`src/rtl/rr_mux.sv`:
```
// rr_mux: registered N:1 multiplexer with valid/ready handshake and a 16-bit beat counter.
// Define RR_MUX_ROUNDROBIN_EN for round-robin arbitration; otherwise fixed priority (lowest index).
module rr_mux #(
    parameter int unsigned WIDTH    = 8,
    parameter int unsigned CHANNELS = 4,
    parameter int unsigned SELW     = $clog2(CHANNELS)
) (
    input  logic                      clk,
    input  logic                      rst,
    input  logic [CHANNELS-1:0]       in_valid,
    input  logic [CHANNELS*WIDTH-1:0] in_data,
    output logic [CHANNELS-1:0]       in_ready,
    output logic                      out_valid,
    input  logic                      out_ready,
    output logic [WIDTH-1:0]          out_data,
    output logic [SELW-1:0]           out_sel,
    output logic [15:0]               beat_cnt
);

    logic                r_out_valid;
    logic [WIDTH-1:0]    r_out_data;
    logic [SELW-1:0]     r_out_sel;
    logic [15:0]         r_beat_cnt;

    logic                w_load_ok;
    logic                w_found;
    logic                w_in_xfer;
    logic                w_out_xfer;
    logic [SELW-1:0]     w_gidx;
    logic [CHANNELS-1:0] w_grant;
    logic [WIDTH-1:0]    w_sel_data;

`ifdef RR_MUX_ROUNDROBIN_EN
    logic [SELW-1:0]       r_ptr;
    logic [2*CHANNELS-1:0] w_dbl;
    logic [CHANNELS-1:0]   w_rot;
    logic [SELW:0]         w_sum;

    // Rotate the request vector so that bit k is channel (ptr + k) mod CHANNELS.
    always_comb begin
        w_dbl   = {in_valid, in_valid} >> r_ptr;
        w_rot   = w_dbl[CHANNELS-1:0];
        w_found = 1'b0;
        w_gidx  = '0;
        w_sum   = '0;
        for (int unsigned k = 0; k < CHANNELS; k++) begin
            if (!w_found && w_rot[k]) begin
                w_found = 1'b1;
                w_sum   = {1'b0, r_ptr} + (SELW+1)'(k);
                if (w_sum >= (SELW+1)'(CHANNELS)) begin
                    w_sum = w_sum - (SELW+1)'(CHANNELS);
                end
                w_gidx  = w_sum[SELW-1:0];
            end
        end
    end

    always_ff @(posedge clk) begin
        if (rst) begin
            r_ptr <= '0;
        end else if (w_in_xfer) begin
            r_ptr <= (w_gidx == SELW'(CHANNELS - 1)) ? '0 : w_gidx + 1'b1;
        end
    end
`else
    always_comb begin
        w_found = 1'b0;
        w_gidx  = '0;
        for (int unsigned k = 0; k < CHANNELS; k++) begin
            if (!w_found && in_valid[k]) begin
                w_found = 1'b1;
                w_gidx  = SELW'(k);
            end
        end
    end
`endif

    assign w_grant    = w_found ? (CHANNELS'(1) << w_gidx) : '0;
    assign w_load_ok  = !r_out_valid || out_ready;
    assign in_ready   = w_grant & {CHANNELS{w_load_ok && !rst}};
    assign w_in_xfer  = |in_ready;
    assign w_out_xfer = r_out_valid && out_ready;

    always_comb begin
        w_sel_data = '0;
        for (int unsigned i = 0; i < CHANNELS; i++) begin
            if (w_grant[i]) begin
                w_sel_data = in_data[i*WIDTH +: WIDTH];
            end
        end
    end

    // A new load takes priority over draining, keeping one word per cycle.
    always_ff @(posedge clk) begin
        if (rst) begin
            r_out_valid <= 1'b0;
            r_out_data  <= '0;
            r_out_sel   <= '0;
            r_beat_cnt  <= '0;
        end else begin
            if (w_in_xfer) begin
                r_out_valid <= 1'b1;
                r_out_data  <= w_sel_data;
                r_out_sel   <= w_gidx;
            end else if (w_out_xfer) begin
                r_out_valid <= 1'b0;
            end
            if (w_out_xfer) begin
                r_beat_cnt <= r_beat_cnt + 16'd1;
            end
        end
    end

    assign out_valid = r_out_valid;
    assign out_data  = r_out_data;
    assign out_sel   = r_out_sel;
    assign beat_cnt  = r_beat_cnt;

endmodule
```
`config.mk`:
```
export PLATFORM = sky130hd
export DESIGN_NAME = rr_mux
export DESIGN_NICKNAME = d
export VERILOG_FILES = /design/src/rtl/rr_mux.sv
export SDC_FILE = /design/constraint.sdc
export NUM_CORES = 1
export LEC_CHECK = 0
export BUFFER_PORTS_ARGS = -buffer_cell sky130_fd_sc_hd__buf_2
export CAP_MARGIN = 20
export CORE_AREA = 2 2 60 62
export DETAILED_ROUTE_END_ITERATION = 7
export DIE_AREA = 0 0 62 64
export GPL_TIMING_DRIVEN = 1
export PLACE_DENSITY = 0.76
export SYNTH_ARGS = -nofsm -noshare
export SYNTH_HDL_FRONTEND = slang
export SYNTH_SLANG_ARGS = --single-unit
export TNS_END_PERCENT = 1
```
`constraint.sdc`:
```
create_clock -name clk -period 1.9 [get_ports clk]
set_clock_uncertainty 0.15 [all_clocks]
set_input_delay 0.38 -clock clk [delete_from_list [all_inputs] [get_ports clk]]
set_output_delay 0.38 -clock clk [all_outputs]
set_load 0.005 [all_outputs]
```
After elaboration in Yosys (flattened, before gate mapping)
Index checks and enable logic that the tools add are counted.

word-level totals
  input bits = 39
  output and inout bits = 31
  logic and storage cells = 34
  register bits after elaboration = 27

cells by class
  shift operators = 1
  muxes and demuxes = 14
  bitwise logic cells = 1
  add/subtract/negate cells = 1
  reductions and logical operators = 13

operators by type and width
  cell                                             number
  2-to-1 mux 8 bit                                 4
  adder 16 x 1 -> 16 bit, second input constant    1
  2-to-1 mux 1 bit                                 7
  logical AND 1 bit                                5
  logical NOT 1 bit                                5
  AND 4 bit                                        1
  2-to-1 mux 2 bit                                 2
  2-to-1 mux 4 bit                                 1
  OR reduction 4 bit                               1
  << shifter 1 x 2 -> 4 bit, first input constant  1
  nonzero test 2 bit                               1
  logical OR 1 bit                                 1

Depth between registers and ports, before layout
Gate-level depths: netlist of run 1.

  word-level depth = 16
  gate-level depth with buffers = 5
  depth with buffers taken out = 5

Worst setup path after synthesis of run 1
Ideal clock, no wire load.

  kind = input port to output port
  start point = in in_valid[0]
  end point = out in_ready[3]
  data arrival time = 1188 ps
  path buffers = 1
  path slack = 182 ps
  required time = 1370 ps
  stages on the path = 3
  cell sequence = buf_2 nor4b_4 and3_1

between the ends
  cells in the longest elaborated chain, start to end = 13
  elaborated cells on any way between the ends = 16
  classes of those cells = 1 x shift; 8 x mux; 1 x bitwise; 6 x reduce/logical

ends and longest elaborated chain
  item                       line  source
  start: declaration         10    input logic [CHANNELS-1:0] in_valid,
  2-to-1 mux 1 bit (*)       70    if (!w_found && in_valid[k]) begin
  logical NOT 1 bit          70
  logical AND 1 bit          70
  2-to-1 mux 1 bit           70
  logical NOT 1 bit          70
  logical AND 1 bit          70
  2-to-1 mux 1 bit           70
  logical NOT 1 bit          70
  logical AND 1 bit          70
  2-to-1 mux 2 bit           70
  << shifter 1 x 2 -> 4 bit  78    assign w_grant = w_found ? (CHANNELS'(1) << w_gidx) : '0;
  2-to-1 mux 4 bit (*)       78
  AND 4 bit (*)              80    assign in_ready = w_grant & {CHANNELS{w_load_ok && !rst}};
  end: declaration           12    output logic [CHANNELS-1:0] in_ready,

Every way passes the cells marked *; elsewhere a longest branch is shown, timed or not.

Worst setup path in the final report of run 1
  start point = reg r_out_valid (netlist: out_valid)
  end point = out in_ready[3]

between the ends
  cells in the longest elaborated chain, start to end = 4

ends and longest elaborated chain
  item                      line  source
  start: declaration        20    logic r_out_valid;
  start signal: assignment  96    r_out_valid <= 1'b0;
  start signal: assignment  102   r_out_valid <= 1'b1;
  start signal: assignment  106   r_out_valid <= 1'b0;
  logical NOT 1 bit         79    assign w_load_ok = !r_out_valid || out_ready;
  logical OR 1 bit          79
  logical AND 1 bit         80
  AND 4 bit                 80

No other way between the ends.

==> results of run 1 <==
[synthesized netlist by cell type]
master,count
sky130_fd_sc_hd__nor3_1,3
sky130_fd_sc_hd__nand4_2,1
sky130_fd_sc_hd__nand2_1,6
sky130_fd_sc_hd__nand4_4,1
sky130_fd_sc_hd__xor2_1,7
sky130_fd_sc_hd__nand2b_1,1
sky130_fd_sc_hd__dfxtp_1,27
sky130_fd_sc_hd__nand4_1,4
sky130_fd_sc_hd__nor4b_4,1
sky130_fd_sc_hd__and2_1,1
sky130_fd_sc_hd__mux2_2,9
sky130_fd_sc_hd__nor4_1,3
sky130_fd_sc_hd__a21oi_1,4
sky130_fd_sc_hd__clkbuf_1,6
sky130_fd_sc_hd__mux2_1,1
sky130_fd_sc_hd__or2b_2,1
sky130_fd_sc_hd__nand3_1,6
sky130_fd_sc_hd__or4_4,1
sky130_fd_sc_hd__a31o_2,2
sky130_fd_sc_hd__nor2_1,21
sky130_fd_sc_hd__ha_1,1
sky130_fd_sc_hd__and3_1,3
sky130_fd_sc_hd__nor3_4,1
sky130_fd_sc_hd__and4_2,1
sky130_fd_sc_hd__o221a_2,1
sky130_fd_sc_hd__buf_2,1
sky130_fd_sc_hd__xnor2_1,4
sky130_fd_sc_hd__o31a_1,1
sky130_fd_sc_hd__inv_1,4
sky130_fd_sc_hd__a22oi_1,16
sky130_fd_sc_hd__o21ai_0,8
sky130_fd_sc_hd__nor4b_1,1
sky130_fd_sc_hd__nor2b_1,13
[cell type report]
class                      count  area (um^2)  area share
multi-input combinational    123        874.6      0.4536
clock buffer                   4        26.28     0.01363
inverter                       4        15.01    0.007787
timing repair buffer          78        412.9      0.2141
tap                           46        57.56     0.02985
sequential                    27        541.8      0.2810
[stage by stage]
step           cell area (um^2)  setup WS, ns
3_3_place_gp               1881       0.08628
4_1_cts                    1916      0.002183
6_report                   1928       0.08832
5_1_grt                    1928      0.005884
3_5_place_dp               1881       0.08418
2_1_floorplan              1438        0.1819
[path summary, 6_finish.rpt]
path / from / end / slack (ns)
worst max register to register: beat_cnt[6]$_SDFFE_PP0P_ / beat_cnt[15]$_SDFFE_PP0P_ / 0.22
worst max-delay path: out_valid$_SDFFE_PP0P_ / in_ready[3] / 0.09
worst min register to register: beat_cnt[1]$_SDFFE_PP0P_ / beat_cnt[1]$_SDFFE_PP0P_ / 0.38
worst min-delay path: out_ready / beat_cnt[1]$_SDFFE_PP0P_ / 0.24
[cell families after synthesis]
group	Yosys count	share of synthesized area
AND/OR/NAND/NOR	69	0.2890
adder cells (fa/ha/maj)	1	0.008702
XOR/XNOR	11	0.06701
multiplexers	10	0.07833
buffers and inverters	11	0.02958
flip-flops	27	0.3760
AO/OA/AOI/OAI	32	0.1514
[power breakdown]
| group | total, mW | leakage (nW) | internal [mW] | switching (mW) |
|---|---|---|---|---|
| Clock | 0.249 | 0.0150 | 0.0824 | 0.167 |
| Combinational | 0.195 | 0.660 | 0.106 | 0.0890 |
| Sequential | 0.604 | 0.220 | 0.591 | 0.0131 |
| Total | 1.05 | 0.895 | 0.779 | 0.269 |
[routing by layer]
layer	wire length (um)	part of all wire	up-vias	global-route usage
met4	51	0.016	0	0.07181
li1	-	-	735	-
met5	0	0	-	0
met1	1457	0.45	628	0.2276
met3	188	0.059	5	0.03239
met2	1510	0.47	54	0.2839
[registers in the layout, summed over array words and instances, names as in the netlist]
| register | count |
|---|---|
| out_data | 8 |
| out_valid | 1 |
| beat_cnt | 16 |
| out_sel | 2 |
[worst register-to-register path, cell delays in order, from the launching register on]
cell	delay (ns)
sky130_fd_sc_hd__dfxtp_1	0.43
sky130_fd_sc_hd__nand4_2	0.21
sky130_fd_sc_hd__nor3_1	0.36
sky130_fd_sc_hd__nand3_1	0.13
sky130_fd_sc_hd__mux2_1	0.31
==> flow_results.org, run 1 <==
** Setup path
- The critical path is of the flop to primary output type.
- CP bufs+invs :: 1
- The worst setup path is launched from a flop.
- In this run the worst path has a maximum fanout of 4.
- Among cell families on the critical path, the largest total delay comes from simple AND/OR/NAND/NOR gates.
- For the worst flop-to-flop path, the logic depth is 4.
- The slowest stage of the critical path belongs to the cell sky130_fd_sc_hd__dfxtp_2.
- Logic depth of the worst path, buffers included :: 3
- Traced cell by cell, the critical path runs through or2b_4 > and3_1 > buf_2.
- Data on the critical path is required at its endpoint by 1.37 ns.
- STA classifies the critical path endpoint as a primary output.
- Max incr delay on CP :: 0.37 ns
- CP Data Arrival Time :: 1.28 ns

** Min path
- In this run the worst hold path is classified as primary input to flop.
- Depth of the worst hold-timing path :: 3

** Yosys
- Ranked by total cell area, the synthesized netlist is headed by sky130_fd_sc_hd__dfxtp_1 (38%), sky130_fd_sc_hd__a22oi_1 (8.4%), sky130_fd_sc_hd__mux2_2 (7.0%).
- Post-synthesis sequential element count :: 27
- The netlist uses 33 different library cells.
- Number of warnings printed during yosys synthesis :: 0
- Syn avg cell area :: 8.929 um^2
- Post-synth design cell area :: 1438 um^2
- Net count after synthesis :: 201
- In the synthesized netlist, the number of instances is 161.
- Of the synthesized area, sequential elements account for 0.3760.
- Top cell type's share of synthesized area :: 0.3760
- The largest total area in the synthesized netlist belongs to sky130_fd_sc_hd__dfxtp_1.

** Final layout
- Layout fillers :: 317
- Finished Core Util :: 0.5870
- The final layout contains 277 nets.
- Compared with the post-synthesis result, the final layout area differs by 34.12%.
- Commonest cells after routing, fill and taps aside :: sky130_fd_sc_hd__buf_2 (69), sky130_fd_sc_hd__dfxtp_1 (26), sky130_fd_sc_hd__nor2_1 (21), sky130_fd_sc_hd__a22oi_1 (16), sky130_fd_sc_hd__nor2b_1 (12)
- The number of antenna diodes in the final layout is 0.
- In the final layout, the share of cells above drive strength 1 is 0.4364.
- The finished layout holds 282 standard cells, fillers aside.
- The library cell used most frequently in the layout, excluding fill and tap cells, is sky130_fd_sc_hd__buf_2.

** Global route
- Entering global routing, the biggest net connects 21 pins.
- For this run, the total global-route usage over all layers was measured as 0.1772.
- Number of antenna violations at the first check in global routing :: 0
- After global routing the overflow that remains totals 0.
- First-pass GRT wire length :: 5520 um
- Vias in the first global route :: 1348

** Timing
- Final hold analysis gives a worst-case slack of 0.2387 ns.
- Summed over all failing endpoints, the final setup total negative slack is 0 ns.
- Setup repair after global routing left no endpoint under its margin.
- Measured against its own limit, the worst slew margin works out to 0.6204.
- Final Max Tran Viols :: 0
- Timing would allow up to 552.0 MHz.
- The worst path needs 1.812 ns of the cycle, external delays included.
- Slew @ Worst Pin :: 0.5683 ns
- Final Cycle Share :: 0.9535
- Final setup violation count :: 0
- Final-report hold violation count :: 0

** Clock tree
- Total CTS buffers :: 3
- The later pin in the worst-skew pair is clocked with a latency of 0.32 ns.
- In this run the number of H-tree levels came out at 1.
- After clock tree synthesis, the flow added hold-fix buffers numbering 0.
- Clock-pin slew was measured on the worst setup and hold paths at 0.14 ns.
- Clock root cell :: sky130_fd_sc_hd__clkbuf_4
- After clock tree synthesis, the repair step resized 2 gates.
- Counting along the longest clock path gives a buffer depth of 2.
- TritonCTS sink count :: 27
- CTS tree :: yes
- # Post-CTS Setup Buffers :: 0

** Power and ir drop
- IR analysis of the VDD net gives a maximum drop of 0.2718 mV.
- Power density of the placed cells :: 543.7 nW/um^2
- Summed over all cells, the static leakage comes to 0.8949 nW.
- PnR Total Power :: 1.048 mW

** Drt
- In the final routed layout, each cell accounts on average for 11.37 um.
- Starting DRC count in detailed routing :: 61
- Number of DRC violations after detailed routing :: 0
- The routed layout has 1422 vias.
- Total wirelength of the detailed-routed design :: 3207 um
- First drt pass iteration count :: 4
- In the routed layout, each cell is associated on average with a via count of 5.043.
- The count of nets left with antenna violations once routing finished came out at 0.

** Status
- Result of the run :: complete, no violations

** Place
- Counting tap cells, the placed design contains a total of 278 instances.
- Summed over all nets, the half-perimeter wirelength after detailed placement is 2525 um.
- In this run the tool buffered the top-level ports with 69 buffer cells.
- Weighted congestion reported at the end of routability-driven placement :: 0.7900

** Die
- The die covers 3968 um^2.
- In this run the count of I/O pins placed on the die edge is 70.
- The region available for standard cell placement spans 3284 um^2.
- Die H :: 64 um
- For this configuration, the core starts out at a cell density of 0.4377.
- The die is 62 um wide.
- Number of rows created at floorplan :: 21

** Run
- Across the run, the number of max-cap violations was 0.
(Power assumes the default switching activity.)
==> run 2: changes to the inputs <==
--- a/config.mk
+++ b/config.mk
@@ -7,11 +7,14 @@
 export LEC_CHECK = 0
 export BUFFER_PORTS_ARGS = -buffer_cell sky130_fd_sc_hd__buf_2
 export CAP_MARGIN = 20
-export CORE_AREA = 2 2 60 62
+export CELL_PAD_IN_SITES_DETAIL_PLACEMENT = 2
+export CELL_PAD_IN_SITES_GLOBAL_PLACEMENT = 2
+export CORE_AREA = 2 2 79 81
+export CTS_CLUSTER_SIZE = 10
 export DETAILED_ROUTE_END_ITERATION = 7
-export DIE_AREA = 0 0 62 64
+export DIE_AREA = 0 0 81 83
 export GPL_TIMING_DRIVEN = 1
-export PLACE_DENSITY = 0.76
+export PLACE_DENSITY_LB_ADDON = 0.1
 export SYNTH_ARGS = -nofsm -noshare
 export SYNTH_HDL_FRONTEND = slang
 export SYNTH_SLANG_ARGS = --single-unit
==> run 2 against run 1 <==
  * Count of clock-buffer cells in the layout unchanged
  * Flip-flop and latch count unchanged
  * Sequential power about the same
  * Non-clock buffer count up 4
  * Utilization down 24 points
  * Routed wire length up 41%
  * Via count up 3.4%
  * Cell count up 12%
  * Combinational power up 8%
  * Power up 10%
  * Largest power group unchanged
  * Highest routed layer unchanged
==> flow_results.org, run 2 (synthesis results as in run 1) <==
** Clock tree
- The number of buffers inserted during clock tree synthesis came to 3 (unchanged).
- The buffer cell driving the clock tree root is sky130_fd_sc_hd__clkbuf_8 (was sky130_fd_sc_hd__clkbuf_4).
- The CTS tree is yes (unchanged).
- The maximum root-to-sink buffer count came to 2 (unchanged).
- TritonCTS sink count :: 27 (unchanged)
- The clock transition at the register clock pins on the worst setup and hold paths after CTS came to 0.10 ns (was 0.14 ns).
- H-tree depth :: 1 (unchanged)
- Insertion delay of the later-clocked pin in the worst-skew pair :: 0.27 ns (was 0.32 ns)
- The total of hold buffers inserted after clock tree synthesis came to 0 (unchanged).

** Global route
- The final global-route overflow total was 0 (unchanged).
- Global routing usage summed across all routing layers :: 0.1398 (was 0.1772)
- Maximum number of pins on one net before global-route repair :: 29 (was 21)
- Number of antenna violations at the first check in global routing :: 0 (unchanged)
- The number of global-route vias before repair was 1632 (was 1348).
- First-pass GRT wire length :: 7665 um (was 5520 um)

** Timing
- The post-route clock period utilization was 0.9708 (was 0.9535).
- Final-report hold violation count :: 0 (unchanged)
- The worst-case setup margin in the final layout came to 0.05545 ns (was 0.08832 ns).
- RSZ-0062 raised after global routing :: false (unchanged)
- Shortest period the worst path allows :: 1.845 ns (was 1.812 ns)
- The pin slew with the least headroom to its limit came to 0.5345 ns (was 0.5683 ns).
- The relative max-transition margin is 0.6429 (was 0.6204).
- The number of setup violations in the final report came to 0 (unchanged).
- The count of final max-slew check failures is 0 (unchanged).
- Maximum operating frequency :: 542.1 MHz (was 552.0 MHz)

** Run
- Max_cap viols :: 0 (unchanged)

** Drt
- Antenna Nets Post-Route :: 0 (unchanged)
- Avg WL per Cell :: 14.40 um (was 11.37 um)
- Number of DRC violations after detailed routing :: 0 (unchanged)
- The vias per cell was 4.667 (was 5.043).
- Total wirelength of the detailed-routed design :: 4537 um (was 3207 um)
- Starting DRC count in detailed routing :: 18 (was 61)
- First drt pass iteration count :: 4 (unchanged)
- The total number of vias was 1470 (was 1422).

** Final layout
- The number of antenna diodes was 0 (unchanged).
- Layout fillers :: 732 (was 317)
- The final design instance area without fill came to 2011 um^2 (was 1928 um^2).
- Multi-input gate area :: 869.6 um^2 (was 874.6 um^2)
- The fraction of layout instances using a drive strength above 1 is 0.4417 (was 0.4364).
- Nets :: 281 (was 277)
- Storage element area :: 544.3 um^2 (was 541.8 um^2)
- The most common cell after layout, fill and taps aside is sky130_fd_sc_hd__buf_2 (unchanged).
- The synthesis-to-finish area growth is 39.86% (was 34.12%).
- Commonest cells after routing, fill and taps aside :: sky130_fd_sc_hd__buf_2 (69), sky130_fd_sc_hd__dfxtp_1 (26), sky130_fd_sc_hd__nor2_1 (21), sky130_fd_sc_hd__a22oi_1 (16) (was sky130_fd_sc_hd__buf_2 (69), sky130_fd_sc_hd__dfxtp_1 (26), sky130_fd_sc_hd__nor2_1 (21), sky130_fd_sc_hd__a22oi_1 (16), sky130_fd_sc_hd__nor2b_1 (12))
- The post-route non-filler standard cell count came to 315 (was 282).
- Flip-flop count of the largest register after layout :: 16 (unchanged)

** Setup path
- The start-to-end type of the worst setup path was flop to primary output (unchanged).
- The kind of end point of the critical path is a primary output (unchanged).
- Required time reported for the critical path endpoint :: 1.37 ns (about the same)
- The maximum fanout encountered on the critical timing path is 5 (was 4).
- The worst endpoint data arrival time was 1.31 ns (was 1.28 ns).
- The launching element type of the critical path was a flop (unchanged).

** Status
- Result of the run :: complete, no violations (unchanged)

** Power and ir drop
- The total power divided by cell area is 574.1 nW/um^2 (was 543.7 nW/um^2).
- Cell leakage power :: 0.9200 nW (was 0.8949 nW)
- The maximum resistive drop on vdd came to 0.2744 mV (was 0.2718 mV).
- The overall power is 1.154 mW (was 1.048 mW).

** Place
- The worst slack after detailed placement came to -0.006472 ns (was 0.08418 ns).
- Placed cell area :: 1939 um^2 (was 1881 um^2)
- DP Wirelength :: 3677 um (was 2525 um)
- The number of buffers inserted by port buffering came to 69 (unchanged).
- The instance count after placement with tap cells included was 310 (was 278).
- The placer's final routability congestion estimate was 0.7918 (was 0.7900).

** Die
- Total die area :: 6723 um^2 (was 3968 um^2)
- The die span in y is 83 um (was 64 um).
- Top-level I/O count :: 70 (unchanged)
- The placeable core area was 5816 um^2 (was 3284 um^2).
- Number of rows created at floorplan :: 28 (was 21)
- Overall die width :: 81 um (was 62 um)
- The initial core utilization is 0.2472 (was 0.4377).

** Min path
- The worst hold path class is primary input to flop (unchanged).
run 2: changes by cell type in the layout (fill, tap and decap cells not counted):
cell and delta:
sky130_fd_sc_hd__nor2b_1 +1, sky130_fd_sc_hd__clkbuf_4 -3, sky130_fd_sc_hd__nor2b_2 -1, sky130_fd_sc_hd__dfxtp_4 +1, sky130_fd_sc_hd__or2b_4 -1, sky130_fd_sc_hd__or2b_2 +1
sky130_fd_sc_hd__buf_4 +4, sky130_fd_sc_hd__dfxtp_2 -1, sky130_fd_sc_hd__clkbuf_8 +3
run 2: layout make-up:
| class | count | share of cell area |
|---|---|---|
| clock buffer | 4 | 0.02240 |
| inverter | 4 | 0.007467 |
| multi-input combinational | 123 | 0.4325 |
| sequential | 27 | 0.2707 |
| tap | 75 | 0.04667 |
| timing repair buffer | 82 | 0.2203 |
run 2: path summary, 6_finish.rpt:
kind	from	to	slack [ns]	depth (start not counted)
max	out_valid$_SDFFE_PP0P_	in_ready[1]	0.06	4
min	in_data[30]	out_data[6]$_SDFFE_PP0P_	0.32	4
max reg2reg	beat_cnt[0]$_SDFFE_PP0P_	beat_cnt[12]$_SDFFE_PP0P_	0.24	5
min reg2reg	beat_cnt[1]$_SDFFE_PP0P_	beat_cnt[1]$_SDFFE_PP0P_	0.38	2
run 2: per-layer routing:
metal | track usage | wire, um | vias up | part of all wire
met4 | 0.02773 | 23 | 0 | 0.0051
met1 | 0.1673 | 1869 | 686 | 0.41
met2 | 0.2494 | 2339 | 49 | 0.52
li1 | - | - | 733 | -
met3 | 0.03370 | 305 | 2 | 0.067
met5 | 0 | 0 | - | 0
run 2: power by group:
part	internal, mW	leakage [nW]	switching, mW
registers	0.590	0.221	0.0132
clock network	0.150	0.0228	0.192
logic	0.110	0.677	0.0995
total	0.850	0.920	0.304
run 2: repair_timing:
action	CTS	global route
endpoints found under the setup margin	3	4
gates resized for setup	4	0
setup buffers	0	1
run 2: per-stage QoR:
stage,setup TNS (ns),hold WS [ns],util
final,0,0.3198,0.3457
after global placement,0,0.3543,0.3335
after global routing,0,0.3537,0.3457
after detailed placement,-0.006472,0.3678,0.3335
after floorplan,0,0.3386,-
after CTS,0,0.3214,0.3444
run 2: critical path, cell delays in order, from the launching register on:
cell and delay, ns:
sky130_fd_sc_hd__dfxtp_4 0.36, sky130_fd_sc_hd__nor2b_1 0.12, sky130_fd_sc_hd__buf_4 0.16, sky130_fd_sc_hd__nor4b_4 0.24
sky130_fd_sc_hd__buf_2 0.16
